`src/rtl/riscv_ctrl_pkg.sv`:
```
// Shared encodings for the multicycle RISC-V main controller: opcodes,
// ALU operation codes, datapath mux selects, comparator codes, FSM state
// encoding and the bundled control-word type.
package riscv_ctrl_pkg;

    // FSM state encoding
    typedef enum logic [3:0] {
        S_FETCH   = 4'd0,
        S_DECODE  = 4'd1,
        S_EXEC_R  = 4'd2,
        S_EXEC_I  = 4'd3,
        S_ALU_WB  = 4'd4,
        S_MEM_ADR = 4'd5,
        S_MEM_RD  = 4'd6,
        S_MEM_WB  = 4'd7,
        S_MEM_WR  = 4'd8,
        S_BRANCH  = 4'd9,
        S_JAL     = 4'd10,
        S_JALR    = 4'd11,
        S_LUI     = 4'd12,
        S_AUIPC   = 4'd13
    } state_t;

    // Major opcodes
    localparam logic [6:0] OP_R      = 7'b0110011;
    localparam logic [6:0] OP_I      = 7'b0010011;
    localparam logic [6:0] OP_LOAD   = 7'b0000011;
    localparam logic [6:0] OP_STORE  = 7'b0100011;
    localparam logic [6:0] OP_BRANCH = 7'b1100011;
    localparam logic [6:0] OP_JAL    = 7'b1101111;
    localparam logic [6:0] OP_JALR   = 7'b1100111;
    localparam logic [6:0] OP_LUI    = 7'b0110111;
    localparam logic [6:0] OP_AUIPC  = 7'b0010111;

    // Funct7 variants
    localparam logic [6:0] F7_BASE   = 7'b0000000;
    localparam logic [6:0] F7_ALT    = 7'b0100000;
    localparam logic [6:0] F7_MULDIV = 7'b0000001;

    // Branch funct3 values that are supported
    localparam logic [2:0] F3_BEQ = 3'd0;
    localparam logic [2:0] F3_BNE = 3'd1;

    // ALU operation codes
    localparam logic [3:0] ALU_ADD = 4'd0;
    localparam logic [3:0] ALU_SUB = 4'd1;
    localparam logic [3:0] ALU_XOR = 4'd2;
    localparam logic [3:0] ALU_OR  = 4'd3;
    localparam logic [3:0] ALU_AND = 4'd4;
    localparam logic [3:0] ALU_SLL = 4'd5;
    localparam logic [3:0] ALU_SRL = 4'd6;
    localparam logic [3:0] ALU_LST = 4'd7;
    localparam logic [3:0] ALU_MUL = 4'd8;
    localparam logic [3:0] ALU_DIV = 4'd9;
    localparam logic [3:0] ALU_NA  = 4'd15;

    // Comparator result codes
    localparam logic [1:0] COMP_EQU = 2'd0;
    localparam logic [1:0] COMP_LST = 2'd1;
    localparam logic [1:0] COMP_GRT = 2'd2;
    localparam logic [1:0] COMP_NA  = 2'd3;

    // Memory address select
    localparam logic ADDR_PC     = 1'b0;
    localparam logic ADDR_ALUOUT = 1'b1;

    // PC source select
    localparam logic PCSRC_ALURES = 1'b0;
    localparam logic PCSRC_ALUOUT = 1'b1;

    // ALU operand A select
    localparam logic [1:0] SRCA_PC    = 2'd0;
    localparam logic [1:0] SRCA_OLDPC = 2'd1;
    localparam logic [1:0] SRCA_RS1   = 2'd2;
    localparam logic [1:0] SRCA_ZERO  = 2'd3;

    // ALU operand B select
    localparam logic [1:0] SRCB_RS2  = 2'd0;
    localparam logic [1:0] SRCB_IMM  = 2'd1;
    localparam logic [1:0] SRCB_FOUR = 2'd2;
    localparam logic [1:0] SRCB_ZERO = 2'd3;

    // Register writeback source select
    localparam logic [2:0] WB_MEM   = 3'd0;
    localparam logic [2:0] WB_ALU   = 3'd1;
    localparam logic [2:0] WB_PC4   = 3'd2;
    localparam logic [2:0] WB_IMM   = 3'd3;
    localparam logic [2:0] WB_PCIMM = 3'd4;

    // One complete control word, driven as a unit by the FSM
    typedef struct packed {
        logic       pc_write;
        logic       ir_write;
        logic       reg_write;
        logic       mem_read;
        logic       mem_write;
        logic       addr_src;
        logic       pc_src;
        logic [1:0] alu_src_a;
        logic [1:0] alu_src_b;
        logic [3:0] alu_op;
        logic [2:0] wb_src;
        logic       illegal_instr;
        logic       bus_fault;
    } ctrl_t;

    // Quiet control word: no enables, no strobes, ALU idle
    function automatic ctrl_t ctrl_idle();
        ctrl_t c;
        c               = '0;
        c.alu_op        = ALU_NA;
        return c;
    endfunction

endpackage

```
`src/rtl/alu_decoder.sv`:
```
// Maps funct3/funct7 of an R-type or I-type instruction onto an ALU
// operation code and flags combinations the datapath does not support.
import riscv_ctrl_pkg::*;

module alu_decoder (
    input  logic       i_is_rtype,
    input  logic [2:0] i_funct3,
    input  logic [6:0] i_funct7,
    output logic [3:0] o_alu_op,
    output logic       o_valid
);

    // The ALU has no separate arithmetic-shift or unsigned-compare code:
    // sra/srai share SRL and sltu/sltiu share LST.
    // Funct decode for register and immediate arithmetic.
    always_comb begin
        o_alu_op = ALU_NA;
        o_valid  = 1'b0;
        if (i_is_rtype) begin
            case (i_funct7)
                F7_BASE: begin
                    o_valid = 1'b1;
                    case (i_funct3)
                        3'd0:    o_alu_op = ALU_ADD;
                        3'd1:    o_alu_op = ALU_SLL;
                        3'd2:    o_alu_op = ALU_LST;
                        3'd3:    o_alu_op = ALU_LST;
                        3'd4:    o_alu_op = ALU_XOR;
                        3'd5:    o_alu_op = ALU_SRL;
                        3'd6:    o_alu_op = ALU_OR;
                        default: o_alu_op = ALU_AND;
                    endcase
                end
                F7_ALT: begin
                    if (i_funct3 == 3'd0) begin
                        o_valid  = 1'b1;
                        o_alu_op = ALU_SUB;
                    end else if (i_funct3 == 3'd5) begin
                        o_valid  = 1'b1;
                        o_alu_op = ALU_SRL;
                    end
                end
                F7_MULDIV: begin
                    if (i_funct3 == 3'd0) begin
                        o_valid  = 1'b1;
                        o_alu_op = ALU_MUL;
                    end else if (i_funct3 == 3'd4) begin
                        o_valid  = 1'b1;
                        o_alu_op = ALU_DIV;
                    end
                end
                default: begin
                    o_valid  = 1'b0;
                end
            endcase
        end else begin
            // For immediates funct7 is only meaningful for the shifts.
            case (i_funct3)
                3'd0: begin
                    o_valid  = 1'b1;
                    o_alu_op = ALU_ADD;
                end
                3'd1: begin
                    if (i_funct7 == F7_BASE) begin
                        o_valid  = 1'b1;
                        o_alu_op = ALU_SLL;
                    end
                end
                3'd2, 3'd3: begin
                    o_valid  = 1'b1;
                    o_alu_op = ALU_LST;
                end
                3'd4: begin
                    o_valid  = 1'b1;
                    o_alu_op = ALU_XOR;
                end
                3'd5: begin
                    if ((i_funct7 == F7_BASE) || (i_funct7 == F7_ALT)) begin
                        o_valid  = 1'b1;
                        o_alu_op = ALU_SRL;
                    end
                end
                3'd6: begin
                    o_valid  = 1'b1;
                    o_alu_op = ALU_OR;
                end
                default: begin
                    o_valid  = 1'b1;
                    o_alu_op = ALU_AND;
                end
            endcase
        end
    end

endmodule

```
`src/rtl/main_controller_multicycle.sv`:
```
// Multicycle RISC-V main controller. A Moore-style FSM sequences fetch,
// decode, execute, memory and writeback; the memory states wait on a
// bounded handshake and abort with a BusFault pulse when it times out.
//
// Memory handshake: in FETCH, MEM_RD and MEM_WR the controller holds
// MemRead or MemWrite high and stays put until the cycle in which MemReady
// is 1; that cycle completes the access. If MemReady stays low for
// MEM_TIMEOUT consecutive cycles, the last of them drops the strobe,
// pulses BusFault and returns to FETCH. MemReady in that same cycle wins.
import riscv_ctrl_pkg::*;

module main_controller_multicycle #(
    parameter int MEM_TIMEOUT = 15
) (
    input  logic       i_clk,
    input  logic       i_rst,
    input  logic [6:0] i_opcode,
    input  logic [2:0] i_funct3,
    input  logic [6:0] i_funct7,
    input  logic [1:0] i_comp,
    input  logic       i_mem_ready,
    output logic       o_pc_write,
    output logic       o_ir_write,
    output logic       o_reg_write,
    output logic       o_mem_read,
    output logic       o_mem_write,
    output logic       o_addr_src,
    output logic       o_pc_src,
    output logic [1:0] o_alu_src_a,
    output logic [1:0] o_alu_src_b,
    output logic [3:0] o_alu_op,
    output logic [2:0] o_writeback_src,
    output logic       o_illegal_instr,
    output logic       o_bus_fault,
    output logic [3:0] o_dbg_state
);

    localparam int CNT_W = (MEM_TIMEOUT < 2) ? 1 : $clog2(MEM_TIMEOUT);
    localparam logic [CNT_W-1:0] CNT_LAST = CNT_W'(MEM_TIMEOUT - 1);

    state_t           r_state;
    state_t           w_next;
    logic [CNT_W-1:0] r_wait_cnt;
    logic             w_in_mem;
    logic             w_timeout;
    logic             w_cnt_clr;
    logic             w_dec_valid;
    logic [3:0]       w_dec_op;
    logic             w_br_taken;
    ctrl_t            w_ctrl;
    ctrl_t            w_out;

    alu_decoder u_alu_decoder (
        .i_is_rtype (i_opcode == OP_R),
        .i_funct3   (i_funct3),
        .i_funct7   (i_funct7),
        .o_alu_op   (w_dec_op),
        .o_valid    (w_dec_valid)
    );

    assign w_in_mem   = (r_state == S_FETCH) || (r_state == S_MEM_RD) ||
                        (r_state == S_MEM_WR);
    // The counter holds cycles already waited, so the abort lands on the
    // MEM_TIMEOUT-th consecutive cycle without MemReady.
    assign w_timeout  = w_in_mem && !i_mem_ready && (r_wait_cnt == CNT_LAST);
    // Any state change (or a FETCH retry) starts a fresh wait window.
    assign w_cnt_clr  = (w_next != r_state) || w_timeout;
    assign w_br_taken = ((i_funct3 == F3_BEQ) && (i_comp == COMP_EQU)) ||
                        ((i_funct3 == F3_BNE) && (i_comp != COMP_EQU));

    // State register with synchronous reset.
    always_ff @(posedge i_clk) begin
        if (i_rst) begin
            r_state <= S_FETCH;
        end else begin
            r_state <= w_next;
        end
    end

    // Memory wait counter: counts stalled cycles in the waiting states.
    always_ff @(posedge i_clk) begin
        if (i_rst || w_cnt_clr) begin
            r_wait_cnt <= '0;
        end else if (w_in_mem && !i_mem_ready) begin
            r_wait_cnt <= r_wait_cnt + 1'b1;
        end
    end

    // Next-state and control-word decode.
    always_comb begin
        w_next = r_state;
        w_ctrl = ctrl_idle();
        case (r_state)
            S_FETCH: begin
                if (w_timeout) begin
                    w_ctrl.bus_fault = 1'b1;
                    w_next           = S_FETCH;
                end else begin
                    w_ctrl.addr_src = ADDR_PC;
                    w_ctrl.mem_read = 1'b1;
                    if (i_mem_ready) begin
                        w_ctrl.ir_write  = 1'b1;
                        w_ctrl.pc_write  = 1'b1;
                        w_ctrl.alu_src_a = SRCA_PC;
                        w_ctrl.alu_src_b = SRCB_FOUR;
                        w_ctrl.alu_op    = ALU_ADD;
                        w_ctrl.pc_src    = PCSRC_ALURES;
                        w_next           = S_DECODE;
                    end
                end
            end
            S_DECODE: begin
                // ALUOut captures OldPC + Imm as the branch/jump target.
                w_ctrl.alu_src_a = SRCA_OLDPC;
                w_ctrl.alu_src_b = SRCB_IMM;
                w_ctrl.alu_op    = ALU_ADD;
                w_next           = S_FETCH;
                case (i_opcode)
                    OP_R:      w_next = w_dec_valid ? S_EXEC_R : S_FETCH;
                    OP_I:      w_next = w_dec_valid ? S_EXEC_I : S_FETCH;
                    OP_LOAD:   w_next = S_MEM_ADR;
                    OP_STORE:  w_next = S_MEM_ADR;
                    OP_BRANCH: w_next = ((i_funct3 == F3_BEQ) || (i_funct3 == F3_BNE)) ?
                                        S_BRANCH : S_FETCH;
                    OP_JAL:    w_next = S_JAL;
                    OP_JALR:   w_next = S_JALR;
                    OP_LUI:    w_next = S_LUI;
                    OP_AUIPC:  w_next = S_AUIPC;
                    default:   w_next = S_FETCH;
                endcase
                if (w_next == S_FETCH) begin
                    w_ctrl.illegal_instr = 1'b1;
                end
            end
            S_EXEC_R: begin
                w_ctrl.alu_src_a = SRCA_RS1;
                w_ctrl.alu_src_b = SRCB_RS2;
                w_ctrl.alu_op    = w_dec_op;
                w_next           = S_ALU_WB;
            end
            S_EXEC_I: begin
                w_ctrl.alu_src_a = SRCA_RS1;
                w_ctrl.alu_src_b = SRCB_IMM;
                w_ctrl.alu_op    = w_dec_op;
                w_next           = S_ALU_WB;
            end
            S_ALU_WB: begin
                w_ctrl.reg_write = 1'b1;
                w_ctrl.wb_src    = WB_ALU;
                w_next           = S_FETCH;
            end
            S_MEM_ADR: begin
                w_ctrl.alu_src_a = SRCA_RS1;
                w_ctrl.alu_src_b = SRCB_IMM;
                w_ctrl.alu_op    = ALU_ADD;
                w_next           = (i_opcode == OP_STORE) ? S_MEM_WR : S_MEM_RD;
            end
            S_MEM_RD: begin
                if (w_timeout) begin
                    w_ctrl.bus_fault = 1'b1;
                    w_next           = S_FETCH;
                end else begin
                    w_ctrl.addr_src = ADDR_ALUOUT;
                    w_ctrl.mem_read = 1'b1;
                    if (i_mem_ready) begin
                        w_next = S_MEM_WB;
                    end
                end
            end
            S_MEM_WB: begin
                w_ctrl.reg_write = 1'b1;
                w_ctrl.wb_src    = WB_MEM;
                w_next           = S_FETCH;
            end
            S_MEM_WR: begin
                if (w_timeout) begin
                    w_ctrl.bus_fault = 1'b1;
                    w_next           = S_FETCH;
                end else begin
                    w_ctrl.addr_src  = ADDR_ALUOUT;
                    w_ctrl.mem_write = 1'b1;
                    if (i_mem_ready) begin
                        w_next = S_FETCH;
                    end
                end
            end
            S_BRANCH: begin
                w_ctrl.alu_src_a = SRCA_RS1;
                w_ctrl.alu_src_b = SRCB_RS2;
                w_ctrl.alu_op    = ALU_SUB;
                w_ctrl.pc_src    = PCSRC_ALUOUT;
                w_ctrl.pc_write  = w_br_taken;
                w_next           = S_FETCH;
            end
            S_JAL: begin
                w_ctrl.pc_src    = PCSRC_ALUOUT;
                w_ctrl.pc_write  = 1'b1;
                w_ctrl.reg_write = 1'b1;
                w_ctrl.wb_src    = WB_PC4;
                w_next           = S_FETCH;
            end
            S_JALR: begin
                w_ctrl.alu_src_a = SRCA_RS1;
                w_ctrl.alu_src_b = SRCB_IMM;
                w_ctrl.alu_op    = ALU_ADD;
                w_ctrl.pc_src    = PCSRC_ALURES;
                w_ctrl.pc_write  = 1'b1;
                w_ctrl.reg_write = 1'b1;
                w_ctrl.wb_src    = WB_PC4;
                w_next           = S_FETCH;
            end
            S_LUI: begin
                w_ctrl.reg_write = 1'b1;
                w_ctrl.wb_src    = WB_IMM;
                w_next           = S_FETCH;
            end
            S_AUIPC: begin
                w_ctrl.reg_write = 1'b1;
                w_ctrl.wb_src    = WB_PCIMM;
                w_next           = S_FETCH;
            end
            default: begin
                w_next = S_FETCH;
            end
        endcase
    end

    // Reset silences every output immediately, even mid-instruction.
    assign w_out = i_rst ? ctrl_idle() : w_ctrl;

    assign o_pc_write      = w_out.pc_write;
    assign o_ir_write      = w_out.ir_write;
    assign o_reg_write     = w_out.reg_write;
    assign o_mem_read      = w_out.mem_read;
    assign o_mem_write     = w_out.mem_write;
    assign o_addr_src      = w_out.addr_src;
    assign o_pc_src        = w_out.pc_src;
    assign o_alu_src_a     = w_out.alu_src_a;
    assign o_alu_src_b     = w_out.alu_src_b;
    assign o_alu_op        = w_out.alu_op;
    assign o_writeback_src = w_out.wb_src;
    assign o_illegal_instr = w_out.illegal_instr;
    assign o_bus_fault     = w_out.bus_fault;
    assign o_dbg_state     = r_state;

endmodule

```
`config.mk`:
```
export PLATFORM = sky130hd
export DESIGN_NAME = main_controller_multicycle
export DESIGN_NICKNAME = d
export VERILOG_FILES = /design/src/rtl/riscv_ctrl_pkg.sv /design/src/rtl/alu_decoder.sv /design/src/rtl/main_controller_multicycle.sv
export SDC_FILE = /design/constraint.sdc
export NUM_CORES = 1
export LEC_CHECK = 0
export ABC_AREA = 0
export CAP_MARGIN = 20
export CORE_UTILIZATION = 46
export DETAILED_ROUTE_END_ITERATION = 10
export GPL_TIMING_DRIVEN = 0
export PLACE_DENSITY = 0.81
export SLEW_MARGIN = 25
export SYNTH_ARGS = -nofsm -noshare
export SYNTH_HDL_FRONTEND = slang
export SYNTH_HIERARCHICAL = 1
export SYNTH_SLANG_ARGS = --single-unit
```
`constraint.sdc`:
```
create_clock -name i_clk -period 3.63 [get_ports i_clk]
set_input_delay 0.726 -clock i_clk [delete_from_list [all_inputs] [get_ports i_clk]]
set_output_delay 0.726 -clock i_clk [all_outputs]
set_load 0.01 [all_outputs]
```
---- Word-level counts from Yosys, hierarchy flattened ----
Cells that the tools add are included.
operators by class
  reductions and logical operators ........ 27
  add/subtract/negate cells ............... 1
  eq/ne operators ......................... 32
  muxes and demuxes ....................... 52
operator list
  operator              count
  $mux W4               15
  $pmux W4 S6           2
  $pmux W8 S6           1
  $pmux W4 S8           1
  $eq A4 B4 Y1 const B  7
  $eq A7 B6 Y1 const B  4
  $eq A7 B7 Y1 const B  3
  $mux W20              1
  $pmux W3 S6           1
  $eq A4 B3 Y1 const B  4
  $mux W1               16
  $eq A7 B5 Y1 const B  2
  $reduce_or A2 Y1      7
  $mux W6               2
  $pmux W3 S4           1
  $pmux W4 S3           1
  $mux W2               5
  $eq A3 B3 Y1 const B  3
  $pmux W1 S3           3
  $eq A4 B2 Y1 const B  2
  $logic_not A4 Y1      2
  $eq A7 B1 Y1 const B  1
  $eq A7 B2 Y1 const B  1
  $logic_not A7 Y1      1
  15 further kinds      26
storage, ports and cells
  input bits .............................. 22
  output and inout port bits .............. 24
  bits in registers ....................... 8
  logic and storage cells ................. 114

---- Logic depth before layout (Yosys ltp) ----
Gate-level depths: netlist of run 1.
  depth after elaboration ................. 12
  gate-level depth with buffers ........... 10
  depth with buffers taken out ............ 10

---- Modules after synthesis ----
The synthesis of run 1 kept the hierarchy.
by module, submodules not included
  module                      seq. area each (um^2)  instances  area an instance (um^2)  cells an instance
  main_controller_multicycle  160.2                  1          1064.8                   140
  alu_decoder                 0.0                    1          249.0                    40

---- Worst setup path before layout of run 1 ----
OpenSTA, ideal clock, no wires.
  kind .................................... in2out
  start point ............................. input i_opcode[6]
  end point ............................... output o_illegal_instr
  path slack .............................. 600 ps
  stages .................................. 8
  buffers on the path ..................... 0
  data arrival time ....................... 2304 ps
  required time ........................... 2904 ps
  cell sequence ........................... nand4bb_4 -> nor3_1 -> inv_1 -> o41a_1 -> o21ai_2 -> inv_1 -> a211oi_1 -> nor4b_1
between the ends
  longest elaborated chain between the ends .. 9
  elaborated cells between the ends (all ways) .. 19
  those cells by class .................... eq/ne: 9; mux: 8; reduce/logical: 2
ends and longest elaborated chain
  item                               line                                                                  text
  start, declared                    main_controller_multicycle.sv:17                                      input logic [6:0] i_opcode,
  $eq A7 B6 Y1 *                     main_controller_multicycle.sv:54                                      .i_is_rtype (i_opcode == OP_R),
  $mux W1 *                          alu_decoder.sv:19                                                     if (i_is_rtype) begin
  net w_dec_valid                    main_controller_multicycle.sv:47                                      logic w_dec_valid;
  $mux W2, on equally long branches  main_controller_multicycle.sv:120, main_controller_multicycle.sv:119
  $pmux W4 S8 *                      main_controller_multicycle.sv:118                                     case (i_opcode)
  $mux W4 *                          main_controller_multicycle.sv:93                                      case (r_state)
  $logic_not A4 Y1 *                 main_controller_multicycle.sv:131                                     if (w_next == S_FETCH) begin
  $mux W1 *                          main_controller_multicycle.sv:131
  $mux W1 *                          main_controller_multicycle.sv:93
  $mux W20 *                         main_controller_multicycle.sv:229                                     assign w_out = i_rst ? ctrl_idle() : w_ctrl;
  end, declared                      main_controller_multicycle.sv:33                                      output logic o_illegal_instr,
Mark *: on every way through the listed nets, which the timed path passes. The rest lies on a longest branch. The select of a mux whose other input is x is not followed.

---- Worst setup path in the final report of run 1 ----
  start point ............................. input i_opcode[0]
  end point ............................... output o_illegal_instr
The elaborated chain is that of the path after synthesis.

==> flow_results.xml, run 1 <==
<?xml version="1.0" encoding="UTF-8"?>
<metrics>
  <group name="clocking">
    <metric name="cts_sink_cnt" unit="">8</metric>
    <metric name="cts_max_path_buffers" unit="">2</metric>
    <metric name="cts_hold_buffers" unit="">0</metric>
    <metric name="clk_pin_slew" unit="ns">0.05</metric>
    <metric name="clkLatencyLatePin" unit="ns">0.26</metric>
    <metric name="tritoncts.num_buffers" unit="">3</metric>
    <metric name="clock-root-buffer" unit="">sky130_fd_sc_hd__clkbuf_4</metric>
    <metric name="cts_tree" unit="">yes</metric>
    <metric name="htree_num_levels" unit="">1</metric>
  </group>
  <group name="logic_synthesis">
    <metric name="synth.most_common_cell" unit="">sky130_fd_sc_hd__nor2_1</metric>
    <metric name="postSynthRegisterBits" unit="">8</metric>
    <metric name="ys_types" unit="">58</metric>
    <metric name="syn_std_cell_area" unit="sq um">1310</metric>
    <metric name="synth_area_leader_cell" unit="">sky130_fd_sc_hd__dfxtp_1</metric>
    <metric name="synth-edff-count" unit="">0</metric>
    <metric name="ys_warn_count" unit="">6</metric>
    <metric name="yosys_top_cell_area_share" unit="">0.122</metric>
    <metric name="syn-mean-instance-area" unit="sq um">7.30</metric>
    <metric name="syn_nets" unit="">204</metric>
    <metric name="synth_top_cells_by_count" unit="">sky130_fd_sc_hd__nor2_1, sky130_fd_sc_hd__inv_1, sky130_fd_sc_hd__o21ai_0</metric>
    <metric name="synth-async-reset-ratio" unit="">0</metric>
    <metric name="synth_top_flop_cell" unit="">sky130_fd_sc_hd__dfxtp_1</metric>
    <metric name="syn-instance-count" unit="">180</metric>
    <metric name="post_synth_main_area_contributors" unit="">sky130_fd_sc_hd__dfxtp_1, sky130_fd_sc_hd__nor2_1, sky130_fd_sc_hd__o21ai_0, sky130_fd_sc_hd__nor4b_2, sky130_fd_sc_hd__a21oi_1</metric>
    <metric name="synth_sequential_area_ratio" unit="">0.122</metric>
  </group>
  <group name="floorplan">
    <metric name="die_x" unit="um">55.4</metric>
    <metric name="row_count" unit="">19</metric>
    <metric name="ioPinCount" unit="">46</metric>
    <metric name="start_util" unit="">0.481</metric>
    <metric name="die_height" unit="um">55.4</metric>
    <metric name="fp.dieArea" unit="sq um">3070</metric>
    <metric name="core" unit="sq um">2730</metric>
  </group>
  <group name="outcome">
    <metric name="status" unit="">complete, no violations</metric>
  </group>
  <group name="worst_setup_path">
    <metric name="critical-path-top-cell-by-count" unit="">sky130_fd_sc_hd__inv_1</metric>
    <metric name="reg2reg_from" unit="">o_dbg_state[2]$_SDFF_PP0_</metric>
    <metric name="timing.critical_path.from_type" unit="">primary input</metric>
    <metric name="cp_data_arrival_time" unit="ns">2.77</metric>
    <metric name="worstPathCellList" unit="">clkdlybuf4s50_1 -&gt; nand4bb_4 -&gt; nor3_4 -&gt; inv_1 -&gt; o41a_1 -&gt; o21ai_2 -&gt; inv_1 -&gt; a211oi_2 -&gt; nor4b_1 -&gt; dlygate4sd2_1</metric>
    <metric name="slowest_delay" unit="ns">0.55</metric>
    <metric name="crit_path_end_kind" unit="">output port</metric>
    <metric name="timing.critical_path.slowest_stage_cell" unit="">sky130_fd_sc_hd__clkdlybuf4s50_1</metric>
    <metric name="r2r_setup_slack" unit="ns">1.93</metric>
    <metric name="worstReg2RegEnd" unit="">r_wait_cnt[2]$_SDFFE_PP0P_</metric>
    <metric name="crit_path_max_fanout" unit="">4</metric>
    <metric name="timing.critical_path.required" unit="ns">2.90</metric>
    <metric name="critical_path_class" unit="">primary input to output port</metric>
    <metric name="worst_r2r_path_depth" unit="">5</metric>
  </group>
  <group name="grt">
    <metric name="wire_length_of_the_first_global_routing_pass" unit="um">6620</metric>
    <metric name="grt_max_degree" unit="">11</metric>
    <metric name="grt_antenna_before_repair" unit="">0</metric>
    <metric name="grt_overflow" unit="">0</metric>
    <metric name="number_of_global_route_vias_before_repair" unit="">1467</metric>
    <metric name="use_met2" unit="">0.460</metric>
    <metric name="grtUsageTotal" unit="">0.259</metric>
    <metric name="grt_util_met1" unit="">0.330</metric>
    <metric name="grt.busiest_layer" unit="">met2</metric>
    <metric name="grt_use_met3" unit="">0.0234</metric>
  </group>
  <group name="timing">
    <metric name="finalSetupViolations" unit="">0</metric>
    <metric name="grt_setup_unrepaired" unit="">false</metric>
    <metric name="timing.hold.ws" unit="ns">0.586</metric>
    <metric name="slew_headroom" unit="">0.689</metric>
    <metric name="max_slew.worst_pin.slew" unit="ns">0.466</metric>
    <metric name="slew_viol_final" unit="">0</metric>
    <metric name="timing.final.crit_share" unit="">0.963</metric>
    <metric name="clock.fmax" unit="GHz">0.286</metric>
    <metric name="timing.final.hold_violations" unit="">0</metric>
    <metric name="fin_setup_tns" unit="ns">0</metric>
    <metric name="clock-skew-final" unit="ns">0.0173</metric>
    <metric name="post-route-min-period" unit="ns">3.50</metric>
  </group>
  <group name="hold_path">
    <metric name="whs_path_depth" unit="">2</metric>
    <metric name="min_delay_src" unit="">r_wait_cnt[3]$_SDFFE_PP0P_</metric>
    <metric name="hold_path_class" unit="">register to register</metric>
    <metric name="min_delay_worst_endpoint" unit="">r_wait_cnt[3]$_SDFFE_PP0P_</metric>
  </group>
  <group name="cells_and_area">
    <metric name="finalInstanceArea" unit="sq um">1870</metric>
    <metric name="drive_above_1_share" unit="">0.166</metric>
    <metric name="final_core_util" unit="">0.684</metric>
    <metric name="diodes" unit="">0</metric>
    <metric name="nets" unit="">255</metric>
    <metric name="p_r_area_growth_vs_syn" unit="%">42.4</metric>
  </group>
  <group name="power">
    <metric name="post-layout-total-power" unit="uW">289</metric>
    <metric name="worst_ir_drop_vdd" unit="V">0.000198</metric>
    <metric name="power_per_unit_of_standard_cell_area" unit="nW/um^2">154</metric>
    <metric name="p_leak" unit="uW">0.000698</metric>
  </group>
  <group name="drt">
    <metric name="drtAntennaViolNets" unit="">0</metric>
    <metric name="routed_via_density" unit="">5.93</metric>
    <metric name="wirelength" unit="um">3730</metric>
    <metric name="wl_per_cell" unit="um">14.4</metric>
    <metric name="dr.first_iter.drc_count" unit="">46</metric>
    <metric name="vias" unit="">1542</metric>
    <metric name="firstDrtPassIters" unit="">4</metric>
    <metric name="drc" unit="">0</metric>
  </group>
  <group name="placement">
    <metric name="placedInstanceArea" unit="sq um">1790</metric>
    <metric name="routabilityCongestion" unit="">0.910</metric>
    <metric name="dp_hpwl" unit="um">2940</metric>
    <metric name="port_buffers" unit="">44</metric>
  </group>
  <group name="run">
    <metric name="max_cap_viol_count" unit="">0</metric>
  </group>
</metrics>
-- timing repair --
item / CTS / global route
gates resized for setup: 7 / 8
endpoints found under the hold margin: 0 / 0
endpoints found under the setup margin: 5 / 4
pin swaps: 2 / 1
setup buffers: 2 / 1
-- sequential cells by signal, indices dropped and copies added (netlist names) --
register	flops
o_dbg_state	4
r_wait_cnt	4
-- worst max-delay path, delay by kind of cell --
kind	cells	cell delay (ns)
buffers and inverters	4	1.02
AOI/OAI and AO/OA	3	0.67
and+or+nand+nor	3	0.36
-- cell usage in the layout (no fill, tap or decap), types with 2 or more instances in the layout --
cell type	count
sky130_fd_sc_hd__dfxtp_1	8
sky130_fd_sc_hd__nor4b_1	2
sky130_fd_sc_hd__clkbuf_4	4
sky130_fd_sc_hd__o21ai_1	5
sky130_fd_sc_hd__xor2_1	3
sky130_fd_sc_hd__clkbuf_1	3
sky130_fd_sc_hd__mux2i_1	2
sky130_fd_sc_hd__clkdlybuf4s50_1	37
sky130_fd_sc_hd__nor2_1	21
sky130_fd_sc_hd__nand3_1	4
sky130_fd_sc_hd__inv_1	14
sky130_fd_sc_hd__buf_4	6
sky130_fd_sc_hd__o21ai_0	13
sky130_fd_sc_hd__and2b_2	2
sky130_fd_sc_hd__o21ai_2	3
sky130_fd_sc_hd__buf_2	2
sky130_fd_sc_hd__nor4b_2	4
sky130_fd_sc_hd__dlymetal6s2s_1	3
sky130_fd_sc_hd__a2bb2oi_1	2
sky130_fd_sc_hd__and4b_1	3
sky130_fd_sc_hd__nor3_1	7
sky130_fd_sc_hd__nand3b_1	3
sky130_fd_sc_hd__a31oi_1	2
sky130_fd_sc_hd__dlygate4sd2_1	4
sky130_fd_sc_hd__a21oi_1	11
sky130_fd_sc_hd__ha_1	2
sky130_fd_sc_hd__nor4_1	5
sky130_fd_sc_hd__nand2b_1	3
sky130_fd_sc_hd__xnor2_1	3
sky130_fd_sc_hd__nand2_1	12
-- per-stage QoR --
stage	cells	setup WS, ns
floorplan	180	0.600
global placement	255	-0.608
detailed placement	255	-0.643
CTS	260	0.0403
global route	260	0.00138
finish	260	0.133
-- layout make-up --
| class | count | area, sq um |
|---|---|---|
| inverter | 14 | 52.6 |
| buffer | 9 | 51.3 |
| timing repair buffer | 47 | 465 |
| clock buffer | 3 | 22.5 |
| multi-input combinational | 148 | 1080 |
| fill | 219 | 863 |
| sequential | 8 | 160 |
| tap | 31 | 38.8 |
-- kinds of logic (layout without fill, tap and decap cells) --
| kind of cell | count (synthesis) | after routing | synth area share |
|---|---|---|---|
| xor+xnor | 6 | 6 | 0.0400 |
| flops | 8 | 8 | 0.122 |
| mux | 2 | 2 | 0.0152 |
| buf+inv | 24 | 73 | 0.0781 |
| fa+ha+maj | 3 | 3 | 0.0267 |
| compound gates | 54 | 54 | 0.301 |
| simple gates | 83 | 83 | 0.417 |
-- worst max path at each step --
stage,start,to,slack (ns),cells after the start
3_5_place_dp,i_opcode[6],o_illegal_instr,-0.64,10
3_3_place_gp,i_opcode[6],o_illegal_instr,-0.61,10
5_1_grt,i_funct3[2],o_illegal_instr,0.001,10
2_1_floorplan,i_opcode[6],o_illegal_instr,0.60,8
4_1_cts,i_funct7[4],o_alu_op[1],0.04,8
6_report,i_opcode[0],o_illegal_instr,0.13,10
-- power by group --
| group | total (uW) | internal, uW | switching, uW |
|---|---|---|---|
| sequential | 91.1 | 89.5 | 1.57 |
| combinational | 128 | 61.5 | 66.3 |
| clock | 70.0 | 37.9 | 32.1 |
-- per-layer routing --
layer | part of all wire | up-vias | wire (um)
li1 | - | 760 | -
met1 | 0.42 | 721 | 1590
met3 | 0.051 | 2 | 191
met2 | 0.52 | 59 | 1940
met5 | 0 | - | 0
met4 | 0.0048 | 0 | 18
Note: power is estimated with default switching activity, not from simulation.
==> inputs of run 2 (changes only) <==
--- a/config.mk
+++ b/config.mk
@@ -7,10 +7,10 @@
 export LEC_CHECK = 0
 export ABC_AREA = 0
 export CAP_MARGIN = 20
-export CORE_UTILIZATION = 46
+export CORE_UTILIZATION = 41
 export DETAILED_ROUTE_END_ITERATION = 10
 export GPL_TIMING_DRIVEN = 0
-export PLACE_DENSITY = 0.81
+export PLACE_DENSITY = 0.76
 export SLEW_MARGIN = 25
 export SYNTH_ARGS = -nofsm -noshare
 export SYNTH_HDL_FRONTEND = slang
==> constraint.sdc (replaced) <==
create_clock -name i_clk -period 3.2 [get_ports i_clk]
set_input_delay 0.64 -clock i_clk [delete_from_list [all_inputs] [get_ports i_clk]]
set_output_delay 0.64 -clock i_clk [all_outputs]
set_load 0.005 [all_outputs]
==> run 2 against run 1 <==
Effect of this change:
- the flow now finishes with violations (negative setup slack)
- via count down 2.7%
- critical path type unchanged
- design area up 1.6%
- critical endpoint unchanged
- count of clock-buffer cells in the layout unchanged
- critical path depth did not move
- sequential cell count did not move
- register-to-register slack worse by 0.38 ns
- largest cell class unchanged
- sequential share of layout area shrank 0.14 points
- die area rose by 12%
- wire length shrank 4.2%
- clock power rose by 10%
- sequential power up 13%
- total power up 10%
==> flow_results.xml, run 2 (synthesized netlist as in run 1, its figures left out) <==
<?xml version="1.0" encoding="UTF-8"?>
<metrics>
  <group name="floorplan">
    <metric name="start_util" unit="">0.430</metric>
    <metric name="die_x" unit="um">58.6</metric>
    <metric name="ioPinCount" unit="">46</metric>
    <metric name="core" unit="sq um">3050</metric>
    <metric name="die_height" unit="um">58.6</metric>
    <metric name="row_count" unit="">20</metric>
    <metric name="fp.dieArea" unit="sq um">3430</metric>
  </group>
  <group name="worst_setup_path">
    <metric name="cp_top_family" unit="">compound AO/OA/AOI/OAI gates</metric>
    <metric name="worstPathCellList" unit="">clkdlybuf4s50_1 -&gt; nand4bb_4 -&gt; nor3_4 -&gt; inv_2 -&gt; o41a_1 -&gt; o21ai_2 -&gt; inv_1 -&gt; a211oi_2 -&gt; nor4b_2 -&gt; clkbuf_2</metric>
    <metric name="crit_path_max_fanout" unit="">4</metric>
    <metric name="timing.critical_path.depth" unit="">10</metric>
    <metric name="worst_r2r_path_depth" unit="">6</metric>
    <metric name="critical_path.endpoint" unit="">o_illegal_instr</metric>
    <metric name="critical_path_class" unit="">primary input to output port</metric>
    <metric name="path_buf_inv" unit="">4</metric>
    <metric name="cp_data_arrival_time" unit="ns">2.58</metric>
    <metric name="timing.critical_path.from_type" unit="">primary input</metric>
    <metric name="crit_start" unit="">i_opcode[3]</metric>
    <metric name="timing.critical_path.slowest_stage_cell" unit="">sky130_fd_sc_hd__clkdlybuf4s50_1</metric>
    <metric name="timing.critical_path.required" unit="ns">2.56</metric>
    <metric name="crit_path_end_kind" unit="">output port</metric>
    <metric name="r2r_setup_slack" unit="ns">1.55</metric>
    <metric name="slowest_delay" unit="ns">0.41</metric>
    <metric name="worstReg2RegEnd" unit="">r_wait_cnt[0]$_SDFFE_PP0P_</metric>
    <metric name="reg2reg_from" unit="">o_dbg_state[3]$_SDFF_PP0_</metric>
  </group>
  <group name="power">
    <metric name="power_per_unit_of_standard_cell_area" unit="nW/um^2">168</metric>
    <metric name="worst_ir_drop_vdd" unit="V">0.000159</metric>
    <metric name="post-layout-total-power" unit="uW">319</metric>
    <metric name="p_leak" unit="uW">0.000708</metric>
  </group>
  <group name="clocking">
    <metric name="htree_num_levels" unit="">1</metric>
    <metric name="cts_max_path_buffers" unit="">2</metric>
    <metric name="clkLatencyLatePin" unit="ns">0.25</metric>
    <metric name="cts_tree" unit="">yes</metric>
    <metric name="clock-root-buffer" unit="">sky130_fd_sc_hd__clkbuf_4</metric>
    <metric name="cts_sink_cnt" unit="">8</metric>
    <metric name="cts_hold_buffers" unit="">0</metric>
    <metric name="tritoncts.num_buffers" unit="">3</metric>
    <metric name="clk_pin_slew" unit="ns">0.06</metric>
  </group>
  <group name="cells_and_area">
    <metric name="diodes" unit="">0</metric>
    <metric name="p_r_area_growth_vs_syn" unit="%">44.7</metric>
    <metric name="drive_above_1_share" unit="">0.182</metric>
    <metric name="final_core_util" unit="">0.623</metric>
    <metric name="nets" unit="">257</metric>
    <metric name="most_frequent_cells_in_the_layout" unit="">sky130_fd_sc_hd__clkdlybuf4s50_1, sky130_fd_sc_hd__nor2_1, sky130_fd_sc_hd__inv_1, sky130_fd_sc_hd__nand2_1, sky130_fd_sc_hd__o21ai_0</metric>
    <metric name="layout_commonest_cell" unit="">sky130_fd_sc_hd__clkdlybuf4s50_1</metric>
    <metric name="number_of_non_filler_instances_in_the_completed_layout" unit="">275</metric>
  </group>
  <group name="timing">
    <metric name="slew_viol_final" unit="">0</metric>
    <metric name="final_critical_path_setup_slack" unit="ns">-0.0183</metric>
    <metric name="timing.final.hold_violations" unit="">0</metric>
    <metric name="finalSetupViolations" unit="">1</metric>
    <metric name="timing.final.crit_share" unit="">1.01</metric>
    <metric name="grt_setup_unrepaired" unit="">true</metric>
    <metric name="max_slew.worst_pin.slew" unit="ns">0.476</metric>
    <metric name="post-route-min-period" unit="ns">3.22</metric>
    <metric name="clock.fmax" unit="GHz">0.311</metric>
    <metric name="slew_headroom" unit="">0.683</metric>
    <metric name="clock-skew-final" unit="ns">0.00710</metric>
  </group>
  <group name="grt">
    <metric name="grt_antenna_before_repair" unit="">0</metric>
    <metric name="grt_util_met1" unit="">0.273</metric>
    <metric name="grt_overflow" unit="">0</metric>
    <metric name="grt_max_degree" unit="">11</metric>
    <metric name="grt.busiest_layer" unit="">met2</metric>
    <metric name="use_met2" unit="">0.381</metric>
    <metric name="grtUsageTotal" unit="">0.213</metric>
    <metric name="grt_use_met3" unit="">0.00879</metric>
    <metric name="number_of_global_route_vias_before_repair" unit="">1375</metric>
    <metric name="wire_length_of_the_first_global_routing_pass" unit="um">5780</metric>
  </group>
  <group name="drt">
    <metric name="wl_per_cell" unit="um">13.0</metric>
    <metric name="vias" unit="">1501</metric>
    <metric name="drc" unit="">0</metric>
    <metric name="drtAntennaViolNets" unit="">0</metric>
    <metric name="routed_via_density" unit="">5.46</metric>
    <metric name="firstDrtPassIters" unit="">6</metric>
    <metric name="wirelength" unit="um">3580</metric>
    <metric name="dr.first_iter.drc_count" unit="">90</metric>
  </group>
  <group name="outcome">
    <metric name="status" unit="">complete, but fails checks</metric>
    <metric name="violations" unit="">negative setup slack</metric>
  </group>
  <group name="placement">
    <metric name="port_buffers" unit="">44</metric>
    <metric name="place.detailed.instances" unit="">268</metric>
    <metric name="dp_hpwl" unit="um">2710</metric>
    <metric name="routabilityCongestion" unit="">0.851</metric>
    <metric name="dpl_worst_slack" unit="ns">-0.874</metric>
  </group>
  <group name="run">
    <metric name="max_cap_viol_count" unit="">0</metric>
  </group>
  <group name="hold_path">
    <metric name="hold_path_class" unit="">register to register</metric>
  </group>
</metrics>
## run 2: final cells by class
| class | count | area (sq um) |
|---|---|---|
| Inverter | 14 | 52.6 |
| Clock buffer | 3 | 22.5 |
| Multi-Input combinational cell | 148 | 1080 |
| Sequential cell | 8 | 160 |
| Buffer | 10 | 66.3 |
| Tap cell | 44 | 55.1 |
| Fill cell | 293 | 1150 |
| Timing Repair Buffer | 48 | 464 |
## run 2: per-layer routing
metal  vias to the layer above  part of all wire
li1                        762                 -
met1                       689              0.44
met2                        44              0.50
met3                         6             0.046
met4                         0            0.0075
met5                         -                 0
## run 2: tightest hold or removal path, stage by stage (launching register included)
cell                      delay (ns)
sky130_fd_sc_hd__dfxtp_1        0.36
sky130_fd_sc_hd__xnor2_1        0.15
sky130_fd_sc_hd__nor4b_2        0.05
## run 2: worst min path at each step
| stage | from | endpoint | slack [ns] | depth (start not counted) |
|---|---|---|---|---|
| finish | r_wait_cnt[3]$_SDFFE_PP0P_ | r_wait_cnt[3]$_SDFFE_PP0P_ | 0.60 | 2 |
| global route | r_wait_cnt[3]$_SDFFE_PP0P_ | r_wait_cnt[3]$_SDFFE_PP0P_ | 0.62 | 2 |
| CTS | r_wait_cnt[3]$_SDFFE_PP0P_ | r_wait_cnt[3]$_SDFFE_PP0P_ | 0.59 | 2 |
| detailed placement | r_wait_cnt[3]$_SDFFE_PP0P_ | r_wait_cnt[3]$_SDFFE_PP0P_ | 0.57 | 2 |
| global placement | r_wait_cnt[3]$_SDFFE_PP0P_ | r_wait_cnt[3]$_SDFFE_PP0P_ | 0.57 | 2 |
| floorplan | r_wait_cnt[3]$_SDFFE_PP0P_ | r_wait_cnt[3]$_SDFFE_PP0P_ | 0.55 | 2 |
## run 2: what timing repair did
| item | CTS | global route |
|---|---|---|
| gates resized for setup | 16 | 14 |
| setup buffers | 4 | 0 |
| setup endpoints to repair | 9 | 6 |
| pin swaps | 3 | 5 |
## run 2: through the flow
stage               instance area (sq um)  TNS, ns  hold slack, ns
global placement                     1810    -4.72           0.568
detailed placement                   1810    -4.84           0.572
floorplan                            1310        0           0.545
CTS                                  1870  -0.0786           0.594
finish                               1900  -0.0183           0.599
global route                         1900   -0.142           0.625
## run 2: report_power, final
group	switching (uW)	leakage, uW	internal (uW)
Combinational	70.6	0.000630	68.5
Sequential	1.53	0.0000648	101
Clock	34.1	0.0000138	42.9
==> inputs of run 3 (changes only) <==
--- a/config.mk
+++ b/config.mk
@@ -10,7 +10,7 @@
 export CORE_UTILIZATION = 41
 export DETAILED_ROUTE_END_ITERATION = 10
 export GPL_TIMING_DRIVEN = 0
-export PLACE_DENSITY = 0.76
+export PLACE_DENSITY = 0.8
 export SLEW_MARGIN = 25
 export SYNTH_ARGS = -nofsm -noshare
 export SYNTH_HDL_FRONTEND = slang
==> run 3 against run 2 <==
Effect of this change:
- the run now ends clean
- highest routed layer unchanged
- sequential share of layout area fell by 0.17 points
- wire length increased by 4.7%
- first-iteration DRC count decreased by 41%
- design area grew 2.0%
- clock power fell by 1%
- critical endpoint unchanged
==> flow_results.xml, run 3 (synthesized netlist as in run 1, its figures left out) <==
<?xml version="1.0" encoding="UTF-8"?>
<metrics>
  <group name="worst_setup_path">
    <metric name="worstPathCellList" unit="">clkdlybuf4s50_1 -&gt; nand4bb_4 -&gt; nor3_4 -&gt; inv_2 -&gt; o41a_1 -&gt; o21ai_2 -&gt; inv_2 -&gt; a211oi_2 -&gt; nor4b_2 -&gt; clkbuf_2</metric>
    <metric name="timing.critical_path.slowest_stage_cell" unit="">sky130_fd_sc_hd__o41a_1</metric>
    <metric name="critical_path_class" unit="">primary input to output port</metric>
    <metric name="timing.critical_path.from_type" unit="">primary input</metric>
    <metric name="crit_path_max_fanout" unit="">4</metric>
    <metric name="crit_path_end_kind" unit="">output port</metric>
    <metric name="slowest_delay" unit="ns">0.42</metric>
    <metric name="cp_data_arrival_time" unit="ns">2.56</metric>
    <metric name="timing.critical_path.required" unit="ns">2.56</metric>
    <metric name="critical-path-top-cell-by-count" unit="">sky130_fd_sc_hd__inv_2</metric>
  </group>
  <group name="clocking">
    <metric name="cts_hold_buffers" unit="">0</metric>
    <metric name="clock-root-buffer" unit="">sky130_fd_sc_hd__clkbuf_4</metric>
    <metric name="htree_num_levels" unit="">1</metric>
    <metric name="cts_max_path_buffers" unit="">2</metric>
    <metric name="cts_tree" unit="">yes</metric>
    <metric name="clk_pin_slew" unit="ns">0.05</metric>
    <metric name="cts_sink_cnt" unit="">8</metric>
    <metric name="clkLatencyLatePin" unit="ns">0.25</metric>
    <metric name="tritoncts.num_buffers" unit="">3</metric>
  </group>
  <group name="floorplan">
    <metric name="fp.dieArea" unit="sq um">3430</metric>
    <metric name="start_util" unit="">0.430</metric>
    <metric name="die_height" unit="um">58.6</metric>
    <metric name="ioPinCount" unit="">46</metric>
    <metric name="row_count" unit="">20</metric>
    <metric name="die_x" unit="um">58.6</metric>
    <metric name="core" unit="sq um">3050</metric>
  </group>
  <group name="placement">
    <metric name="port_buffers" unit="">44</metric>
    <metric name="placedInstanceArea" unit="sq um">1810</metric>
    <metric name="routabilityCongestion" unit="">0.874</metric>
    <metric name="dp_hpwl" unit="um">2770</metric>
  </group>
  <group name="grt">
    <metric name="grtUsageTotal" unit="">0.215</metric>
    <metric name="number_of_global_route_vias_before_repair" unit="">1462</metric>
    <metric name="grt_max_degree" unit="">11</metric>
    <metric name="grt_overflow" unit="">0</metric>
    <metric name="grt_antenna_before_repair" unit="">0</metric>
    <metric name="wire_length_of_the_first_global_routing_pass" unit="um">5970</metric>
  </group>
  <group name="timing">
    <metric name="clock-skew-final" unit="ns">0.00285</metric>
    <metric name="timing.final.hold_violations" unit="">0</metric>
    <metric name="timing.final.crit_share" unit="">0.999</metric>
    <metric name="timing.hold.ws" unit="ns">0.583</metric>
    <metric name="post-route-min-period" unit="ns">3.20</metric>
    <metric name="max_slew.worst_pin.slew" unit="ns">0.467</metric>
    <metric name="slew_headroom" unit="">0.688</metric>
    <metric name="slew_viol_final" unit="">0</metric>
    <metric name="grt_setup_unrepaired" unit="">true</metric>
    <metric name="clock.fmax" unit="GHz">0.313</metric>
    <metric name="finalSetupViolations" unit="">0</metric>
  </group>
  <group name="drt">
    <metric name="routed_via_density" unit="">5.55</metric>
    <metric name="vias" unit="">1542</metric>
    <metric name="firstDrtPassIters" unit="">6</metric>
    <metric name="wirelength" unit="um">3740</metric>
    <metric name="wl_per_cell" unit="um">13.5</metric>
    <metric name="drtAntennaViolNets" unit="">0</metric>
    <metric name="dr.first_iter.drc_count" unit="">53</metric>
    <metric name="drc" unit="">0</metric>
  </group>
  <group name="cells_and_area">
    <metric name="nets" unit="">260</metric>
    <metric name="diodes" unit="">0</metric>
    <metric name="finalInstanceArea" unit="sq um">1940</metric>
    <metric name="drive_above_1_share" unit="">0.214</metric>
    <metric name="most_frequent_cells_in_the_layout" unit="">sky130_fd_sc_hd__clkdlybuf4s50_1, sky130_fd_sc_hd__nor2_1, sky130_fd_sc_hd__inv_1, sky130_fd_sc_hd__nand2_1</metric>
    <metric name="p_r_area_growth_vs_syn" unit="%">47.6</metric>
    <metric name="layout_commonest_cell" unit="">sky130_fd_sc_hd__clkdlybuf4s50_1</metric>
  </group>
  <group name="run">
    <metric name="max_cap_viol_count" unit="">0</metric>
  </group>
  <group name="power">
    <metric name="p_leak" unit="uW">0.000719</metric>
    <metric name="post-layout-total-power" unit="uW">325</metric>
    <metric name="power_per_unit_of_standard_cell_area" unit="nW/um^2">167</metric>
    <metric name="worst_ir_drop_vdd" unit="V">0.000242</metric>
  </group>
  <group name="hold_path">
    <metric name="hold_path_class" unit="">register to register</metric>
  </group>
  <group name="outcome">
    <metric name="status" unit="">complete, no violations</metric>
  </group>
</metrics>
[run 3: stage by stage]
stage / setup WS (ns) / instances / setup TNS [ns] / utilization
final: 0.00203 / 278 / 0 / 0.635
after detailed placement: -0.856 / 268 / -4.70 / 0.593
after CTS: -0.0774 / 275 / -0.0774 / 0.616
after floorplan: 0.362 / 180 / 0 / -
after global placement: -0.864 / 268 / -4.50 / 0.593
after global routing: -0.115 / 278 / -0.115 / 0.635
[run 3: repair_timing]
action	in CTS	in global routing
pin swaps	4	6
gates resized for setup	18	16
endpoints found under the setup margin	9	4
setup buffers	4	3
gates cloned	0	0
[run 3: cell type report]
| type | instances | area [sq um] |
|---|---|---|
| fillers | 283 | 1110 |
| multi-input cells | 148 | 1100 |
| repair buffers | 51 | 484 |
| flip-flops and latches | 8 | 160 |
| plain buffers | 10 | 62.6 |
| well taps | 44 | 55.1 |
| inverters | 14 | 52.6 |
| clock buffers | 3 | 22.5 |
[run 3: worst paths after layout]
check | start | endpoint | slack [ns] | depth (start not counted)
worst max register to register | o_dbg_state[3]$_SDFF_PP0_ | r_wait_cnt[0]$_SDFFE_PP0P_ | 1.49 | 6
worst max-delay path | i_opcode[3] | o_illegal_instr | 0.002 | 10
worst min register to register | r_wait_cnt[3]$_SDFFE_PP0P_ | r_wait_cnt[3]$_SDFFE_PP0P_ | 0.58 | 2
worst min-delay path | r_wait_cnt[3]$_SDFFE_PP0P_ | r_wait_cnt[3]$_SDFFE_PP0P_ | 0.58 | 2
[run 3: critical path: cells and delay by family]
family / cells / cell delay, ns
AOI/OAI and AO/OA: 3 / 0.75
buffers and inverters: 4 / 0.68
and+or+nand+nor: 3 / 0.49
[run 3: metal layers]
| metal | global-route usage | share of wire | vias to the layer above |
|---|---|---|---|
| li1 | - | - | 782 |
| met1 | 0.263 | 0.45 | 715 |
| met2 | 0.407 | 0.50 | 39 |
| met3 | 0.0154 | 0.034 | 6 |
| met4 | 0.0476 | 0.014 | 0 |
| met5 | 0 | 0 | - |
[run 3: where the power goes]
group          internal [uW]  switching, uW
Clock                   42.8           33.2
Combinational           71.0           74.5
Sequential               102           1.54
